**src/rtl/lock_arbiter.sv**
```systemverilog
// lock_arbiter: hardware lock table serving LOCK/UNLOCK commands from accelerators, one command in flight.
// Ports: clk/rst (sync, active-high); cmd_tvalid/cmd_tready/cmd_tdata/cmd_tid command stream
// (code in [7:0], lock ID at [8 +: LOCK_ID_BITS]); ack_tvalid/ack_tready/ack_tdata/ack_tdest
// acknowledge stream (0x01 grant, 0x00 reject, LOCK only); locks_held count; err_cnt saturating
// illegal-command count. Define LOCK_OWNER_CHECK_EN to restrict UNLOCK to the recorded owner.
module lock_arbiter #(
  parameter int NUM_LOCKS = 256,
  parameter int ACC_ID_BITS = 8,
  localparam int LOCK_ID_BITS = $clog2(NUM_LOCKS)
) (
  input  logic                   clk,
  input  logic                   rst,
  input  logic                   cmd_tvalid,
  output logic                   cmd_tready,
  input  logic [63:0]            cmd_tdata,
  input  logic [ACC_ID_BITS-1:0] cmd_tid,
  output logic                   ack_tvalid,
  input  logic                   ack_tready,
  output logic [7:0]             ack_tdata,
  output logic [ACC_ID_BITS-1:0] ack_tdest,
  output logic [LOCK_ID_BITS:0]  locks_held,
  output logic [15:0]            err_cnt
);
  typedef enum logic [1:0] {IDLE, EXEC, RESP} state_t;
  state_t state_q;
  logic [7:0] code_q;
  logic [LOCK_ID_BITS-1:0] lid_q;
  logic [ACC_ID_BITS-1:0] aid_q;
  logic [NUM_LOCKS-1:0] held_q;
  logic [LOCK_ID_BITS:0] locks_held_q, locks_held_d;
  logic [15:0] err_cnt_q, err_cnt_d;
  logic ack_tvalid_q;
  logic [7:0] ack_tdata_q;
  logic [ACC_ID_BITS-1:0] ack_tdest_q;
  logic owner_ok, grant, release_ok, illegal;
  logic unused;
  assign unused = ^cmd_tdata[63:8+LOCK_ID_BITS];
`ifdef LOCK_OWNER_CHECK_EN
  logic [ACC_ID_BITS-1:0] owner_q [NUM_LOCKS];
  always_ff @(posedge clk)
    if (grant) owner_q[lid_q] <= aid_q;
  assign owner_ok = owner_q[lid_q] == aid_q;
`else
  assign owner_ok = 1'b1;
`endif
  always_comb begin
    grant = state_q == EXEC && code_q == 8'h04 && !held_q[lid_q];
    release_ok = state_q == EXEC && code_q == 8'h06 && held_q[lid_q] && owner_ok;
    illegal = state_q == EXEC && code_q != 8'h04 && !release_ok;
    err_cnt_d = (illegal && err_cnt_q != 16'hFFFF) ? err_cnt_q + 16'd1 : err_cnt_q;
    locks_held_d = grant ? locks_held_q + (LOCK_ID_BITS+1)'(1) :
                   release_ok ? locks_held_q - (LOCK_ID_BITS+1)'(1) : locks_held_q;
  end
  always_ff @(posedge clk) begin
    if (rst) begin
      state_q <= IDLE;
      code_q <= '0;
      lid_q <= '0;
      aid_q <= '0;
      held_q <= '0;
      locks_held_q <= '0;
      err_cnt_q <= '0;
      ack_tvalid_q <= 1'b0;
      ack_tdata_q <= '0;
      ack_tdest_q <= '0;
    end else begin
      locks_held_q <= locks_held_d;
      err_cnt_q <= err_cnt_d;
      if (grant) held_q[lid_q] <= 1'b1;
      if (release_ok) held_q[lid_q] <= 1'b0;
      case (state_q)
        IDLE: if (cmd_tvalid) begin
          code_q <= cmd_tdata[7:0];
          lid_q <= cmd_tdata[8 +: LOCK_ID_BITS];
          aid_q <= cmd_tid;
          state_q <= EXEC;
        end
        EXEC: begin
          ack_tvalid_q <= code_q == 8'h04;
          ack_tdata_q <= code_q == 8'h04 ? {7'b0, grant} : ack_tdata_q;
          ack_tdest_q <= code_q == 8'h04 ? aid_q : ack_tdest_q;
          state_q <= code_q == 8'h04 ? RESP : IDLE;
        end
        RESP: if (ack_tready) begin
          ack_tvalid_q <= 1'b0;
          state_q <= IDLE;
        end
        default: state_q <= IDLE;
      endcase
    end
  end
  // Gated by rst so the port reads 0 for the whole reset cycle and 1 as soon as rst drops.
  assign cmd_tready = state_q == IDLE && !rst;
  assign ack_tvalid = ack_tvalid_q;
  assign ack_tdata = ack_tdata_q;
  assign ack_tdest = ack_tdest_q;
  assign locks_held = locks_held_q;
  assign err_cnt = err_cnt_q;
endmodule

```
**config.mk**
```make
export PLATFORM = sky130hd
export DESIGN_NAME = lock_arbiter
export DESIGN_NICKNAME = d
export VERILOG_FILES = /design/src/rtl/lock_arbiter.sv
export SDC_FILE = /design/constraint.sdc
export NUM_CORES = 1
export LEC_CHECK = 0
export ABC_AREA = 1
export BUFFER_PORTS_ARGS = -buffer_cell sky130_fd_sc_hd__buf_4
export CORE_MARGIN = 10
export CORE_UTILIZATION = 50
export CTS_CLUSTER_SIZE = 25
export DETAILED_ROUTE_END_ITERATION = 16
export PLACE_DENSITY = 0.68
export SYNTH_ARGS = -nofsm -noshare
export SYNTH_HDL_FRONTEND = slang
export SYNTH_SLANG_ARGS = --single-unit
```
**constraint.sdc**
```tcl
create_clock -name clk -period 8.3 [get_ports clk]
set_clock_uncertainty 0.05 [all_clocks]
set_input_delay 0.83 -clock clk [delete_from_list [all_inputs] [get_ports clk]]
set_output_delay 0.83 -clock clk [all_outputs]
set_load 0.1 [all_outputs]
```
# Word-level counts from Yosys, hierarchy flattened
# Cells that the tools add are included.
totals:
  wordCells: 60
  reg_bits: 317
  out_inout_bits: 43
  input_bits: 76
classes:
  mux: 15
  bitwise_logic: 3
  add_sub_neg: 3
  n_eq_ne: 8
  magnitude_cmp: 2
  reduce_logical: 19
ops:
  columns: ["operator", "n"]
  rows:
  - ["2-to-1 mux 256 bit", 3]
  - ["bitwise AND 256 bit", 1]
  - ["inverter 256 bit", 1]
  - ["OR 256 bit", 1]
  - ["2-to-1 mux 9 bit", 2]
  - ["adder 16 x 1 -> 16 bit (second input constant)", 1]
  - ["== test 8 x 3 -> 1 bit (second input constant)", 2]
  - ["inequality test 16 bit (second input constant)", 1]
  - ["adder 9 x 1 -> 9 bit (second input constant)", 1]
  - ["logical AND 1 bit", 9]
  - ["< comparator 8 x 9 -> 1 bit (second input constant)", 1]
  - ["subtractor 9 x 1 -> 9 bit (second input constant)", 1]
  - ["binary-select mux 1 bit (select 8 bit)", 1]
  - ["demux 1 bit (select 8 bit)", 1]
  - [">= comparator 8 x 1 -> 1 bit (second input constant)", 1]
  - ["inequality test 8 x 3 -> 1 bit (second input constant)", 1]
  - ["AND reduction 2 bit", 4]
  - ["2-to-1 mux 2 bit", 3]
  - ["one-hot mux 2 bit (3 select lines)", 1]
  - ["inequality test 2 bit (second input constant)", 2]
  - ["nonzero test 2 bit", 2]
  - ["logical NOT 1 bit", 3]
  - ["2-to-1 mux 1 bit", 3]
  - ["== test 2 x 1 -> 1 bit (second input constant)", 1]
  - ["other kinds (3)", 3]

# Logic depth before layout (Yosys ltp)
depth:
  ltp_word: 9
  mapped_depth: 33

# Least setup slack after synthesis
# Ideal clock, no wire load.
synth_timing:
  kind: "input to output"
  startpoint: "input rst"
  endpoint: "output cmd_tready"
  path_buffers: 0
  required_time_ps: 7420
  cell_stages: 1
  t_arrival_ps: 2857
  setup_slack_ps: 4563
  cell_sequence: "nor3_1"
synth_between:
  elab_chain_cells: 2
synth_lines:
  columns: ["item", "line_no", "text"]
  rows:
  - ["start, declared", "12", "input logic rst,"]
  - ["logical NOT 1 bit", "93", "assign cmd_tready = state_q == IDLE && !rst;"]
  - ["logical AND 1 bit", "93", null]
  - ["end, declared", "14", "output logic cmd_tready,"]
# Every way passes these cells.

# Worst setup path after layout
layout_timing:
  startpoint: "register lid_q[0]"
  endpoint: "register held_q[173]"
layout_between:
  elab_chain_cells: 9
  word_cells_on_any_way: 16
layout_lines:
  columns: ["item", "line_no", "text"]
  rows:
  - ["start, declared", "27", "logic [LOCK_ID_BITS-1:0] lid_q;"]
  - ["start signal, assigned", "74", "lid_q <= cmd_tdata[8 +: LOCK_ID_BITS];"]
  - ["< comparator 8 x 9 -> 1 bit (implied by the code) or >= comparator 8 x 1 -> 1 bit (tied branches)", "69, 70", null]
  - ["logical AND 1 bit (implied by the code)", "69, 70", null]
  - ["2-to-1 mux 1 bit (implied by the code)", "69, 70", null]
  - ["demux 1 bit (select 8 bit)", "69, 70", null]
  - ["OR 256 bit (no source line)", null, null]
  - ["2-to-1 mux 256 bit", "69", "if (grant) held_q[lid_q] <= 1'b1;"]
  - ["2-to-1 mux 256 bit", "55", "if (rst) begin"]
  - ["bitwise AND 256 bit (no source line)", null, null]
  - ["2-to-1 mux 256 bit *", "70", "if (release_ok) held_q[lid_q] <= 1'b0;"]
  - ["end signal, assigned", "60", "held_q <= '0;"]
  - ["end signal, assigned by index", "69", null]
  - ["end signal, assigned by index", "70", null]
  - ["end, declared", "29", "logic [NUM_LOCKS-1:0] held_q;"]
# Every way passes the cells marked *; elsewhere a longest branch is shown, timed or not. The select of a mux whose other input is x is not followed.
# A chain may end at the register's enable or synchronous reset.

==> results.cfg <==
[place]
pre_cts_slack_ns = 2.919
placed_cell_area_mm2 = 0.01728
gp_congestion = 0.8829
dp_hpwl_um = 28000
port_buffers = 63

[critical_path]
start_kind = register
cp.required_ns = 8.66
crit_type = register to register
endpoint_kind = register
crit_fanout = 132
arrival_ns = 5.77

[logic_synthesis]
yosysWarnings = 0
syn_area_per_cell_um2 = 5.949
netlist-cell-type-count = 30
ys_ff_latch = 317
synthAdderAreaFrac_pct = 0.6960
synth_seq_area_share_pct = 36.77
synth_compound_area_share_pct = 10.30
muxShareOfSynthArea_pct = 0
synth_edf_count = 0
async_reset_ff_share_pct = 0
netlist_instances = 2901
yosys.area_share.simple_pct = 42.67
synth-main-ff-cell = dfxtp_1
synth_xor_xnor_area_share_pct = 0.9643
synth_top_family_by_area = simple AND/OR/NAND/NOR gates
syn-cell-area_mm2 = 0.01726

[detailed_routing]
dr.max_layer_used = met4
drt_iter0_markers = 1611
wl_met3_um = 3516
wl_per_cell_um = 14.96
ant_nets = 0
vias = 17400
dr.pass1.iters = 6
vias_per_cell = 5.254
wl_met1_um = 21910
dr_wl_met2_um = 22920
wirelength_um = 49540
drc = 0

[sta]
setup_viol = 0
layout_setup_ws_ns = 2.897
whs_ns = 0.3995
relSlewSlack_pct = 24.31
drv_slew = 0
worst_pin_slew_ns = 1.135
rsz0062_at_grt = false
period_needed_ns = 5.403
fmax_mhz = 185.1
fin_tns_setup_ns = 0
report.final.hold_viol_count = 0
period_share_pct = 65.09

[final_layout]
syn2layout_area_growth_pct = 7.308
seqCellArea_mm2 = 0.006351
nets = 2924
diodes = 0
layout-drive-gt1-share_pct = 4.995
fin_area_mm2 = 0.01852
multi_input_area_mm2 = 0.009458
fill_cells = 3362

[clocking]
clock-sinks = 317
root_buffer = clkbuf_16
cts_made_buffers = 38
cts.reportedPaths.clkPinSlew_ns = 0.06
cts_hold_buf = 0
clk_latency_ns = 0.54
h-tree-depth = 2
cts.repair.resized = 0
post-cts-setup-buffers = 0
cts_tree = yes
clock_path_buffers = 3

[global_routing]
grt_first_pass_wirelength_um = 80700
track_usage_pct = 22.97
grt_pass1_vias = 16230
grt-ovfl-total = 0
antenna_found_initial = 0
grt_max_degree = 139

[status]
status = finished clean

[job]
maxCapViolCount = 0

[floorplanning]
die_area_mm2 = 0.04235
core_mm2 = 0.03378
rows = 67
ios = 119
initial_core_util_pct = 51.08
die_w_um = 205.8
die_h_um = 205.8

[power]
ir_drop_uv = 167.3
power_mw = 3.516
p_per_area_mw_per_mm2 = 189.9
leakagePower_nw = 8.099

[min_path]
hp-class = register to register
[state kept, by name (all words and copies together) (netlist names)]
| signal | cells |
|---|---|
| ack_tdest | 8 |
| ack_tdata | 1 |
| code_q | 8 |
| ack_tvalid | 1 |
| err_cnt | 16 |
| aid_q | 8 |
| lid_q | 8 |
| held_q | 256 |
| state_q | 2 |
| locks_held | 9 |
[synth_stat cells, types with 7 or more instances]
library cell | number | share of area, %
a21oi_1 | 295 | 8.6
inv_1 | 78 | 1.7
buf_2 | 29 | 0.84
buf_6 | 47 | 3.1
ha_1 | 8 | 0.58
xnor2_1 | 7 | 0.36
xor2_1 | 12 | 0.61
clkbuf_1 | 84 | 1.8
dfxtp_1 | 317 | 37
nand3_1 | 43 | 1.2
o21ai_1 | 15 | 0.43
nand2_1 | 1198 | 26
nor3_1 | 9 | 0.26
o21ai_0 | 42 | 1.2
buf_4 | 19 | 0.83
nor2_1 | 669 | 15
[metal layers]
metal / vias to the layer above / global-route usage, %
met5: - / 0
li1: 8849 / -
met2: 509 / 39.20
met4: 0 / 7.402
met1: 7964 / 28.78
met3: 74 / 4.042
[area by class of cell]
cell class / instances / area share (%)
clock buffer: 55 / 5.864
inverter: 85 / 1.831
multi-input combinational: 2323 / 51.07
sequential: 317 / 34.29
clock inverter: 9 / 0.8445
timing repair buffer: 74 / 3.067
tap: 448 / 3.027
[metrics by stage]
stage / util (%) / cells
after floorplan: - / 2907
after CTS: 54.82 / 3311
after detailed placement: 51.14 / 3247
final: 54.82 / 3311
after global routing: 54.82 / 3311
after global placement: 51.14 / 3247
[path summary, 6_finish.rpt]
| check | start | to | slack, ns | depth (start not counted) |
|---|---|---|---|---|
| setup reg to reg | lid_q[0] | held_q[173] | 2.90 | 19 |
| setup / recovery | lid_q[0] | held_q[173] | 2.90 | 19 |
| hold reg to reg | code_q[2] | code_q[2] | 0.40 | 2 |
| hold / removal | code_q[2] | code_q[2] | 0.40 | 2 |
[cell families (layout without fill, tap and decap cells)]
| logic type | Yosys count | count (layout) |
|---|---|---|
| DFF | 317 | 317 |
| adders and majority gates | 9 | 9 |
| xor gates and xnor gates | 19 | 19 |
| buffers and inverters | 267 | 223 |
| other | 1 | 7 |
| and+or+nand+nor | 1934 | 1934 |
| AOI/OAI and AO/OA | 354 | 354 |
[layout by cell type, fill, tap and decap left out, drive strengths merged, types with 2 or more instances in the layout]
master	Yosys	routed
conb	1	7
clkinv	1	2
a21oi	295	295
clkinvlp	0	3
buf	98	74
dfxtp	317	317
nor2	672	672
nand2	1201	1201
nand4	4	4
inv	84	85
xor2	12	12
xnor2	7	7
nor3	9	9
nand3	43	43
bufinv	0	4
o21ai	57	57
clkbuf	84	55
nor4	4	4
ha	8	8
[critical path, cell delays in order (launching register included)]
cell,delay [ns]
dfxtp_4,0.79
buf_4,0.77
nand2_1,0.30
inv_2,0.39
nand2_1,0.09
nand3_1,0.09
nand2_1,0.05
nand2_1,0.15
o21ai_1,0.10
nand2_1,0.11
nor2_1,0.05
nor2_1,0.09
nor2_1,0.05
nand2_1,0.17
nand2_2,0.32
inv_6,0.76
buf_12,0.54
nand2_1,0.11
nand2_1,0.09
nor2_1,0.07
[power breakdown]
part	total [mW]	internal (mW)	switching [mW]
clock network	1.69	1.03	0.660
registers	1.55	1.53	0.0199
logic	0.272	0.0514	0.221
Note: power is estimated with default switching activity, not from simulation.
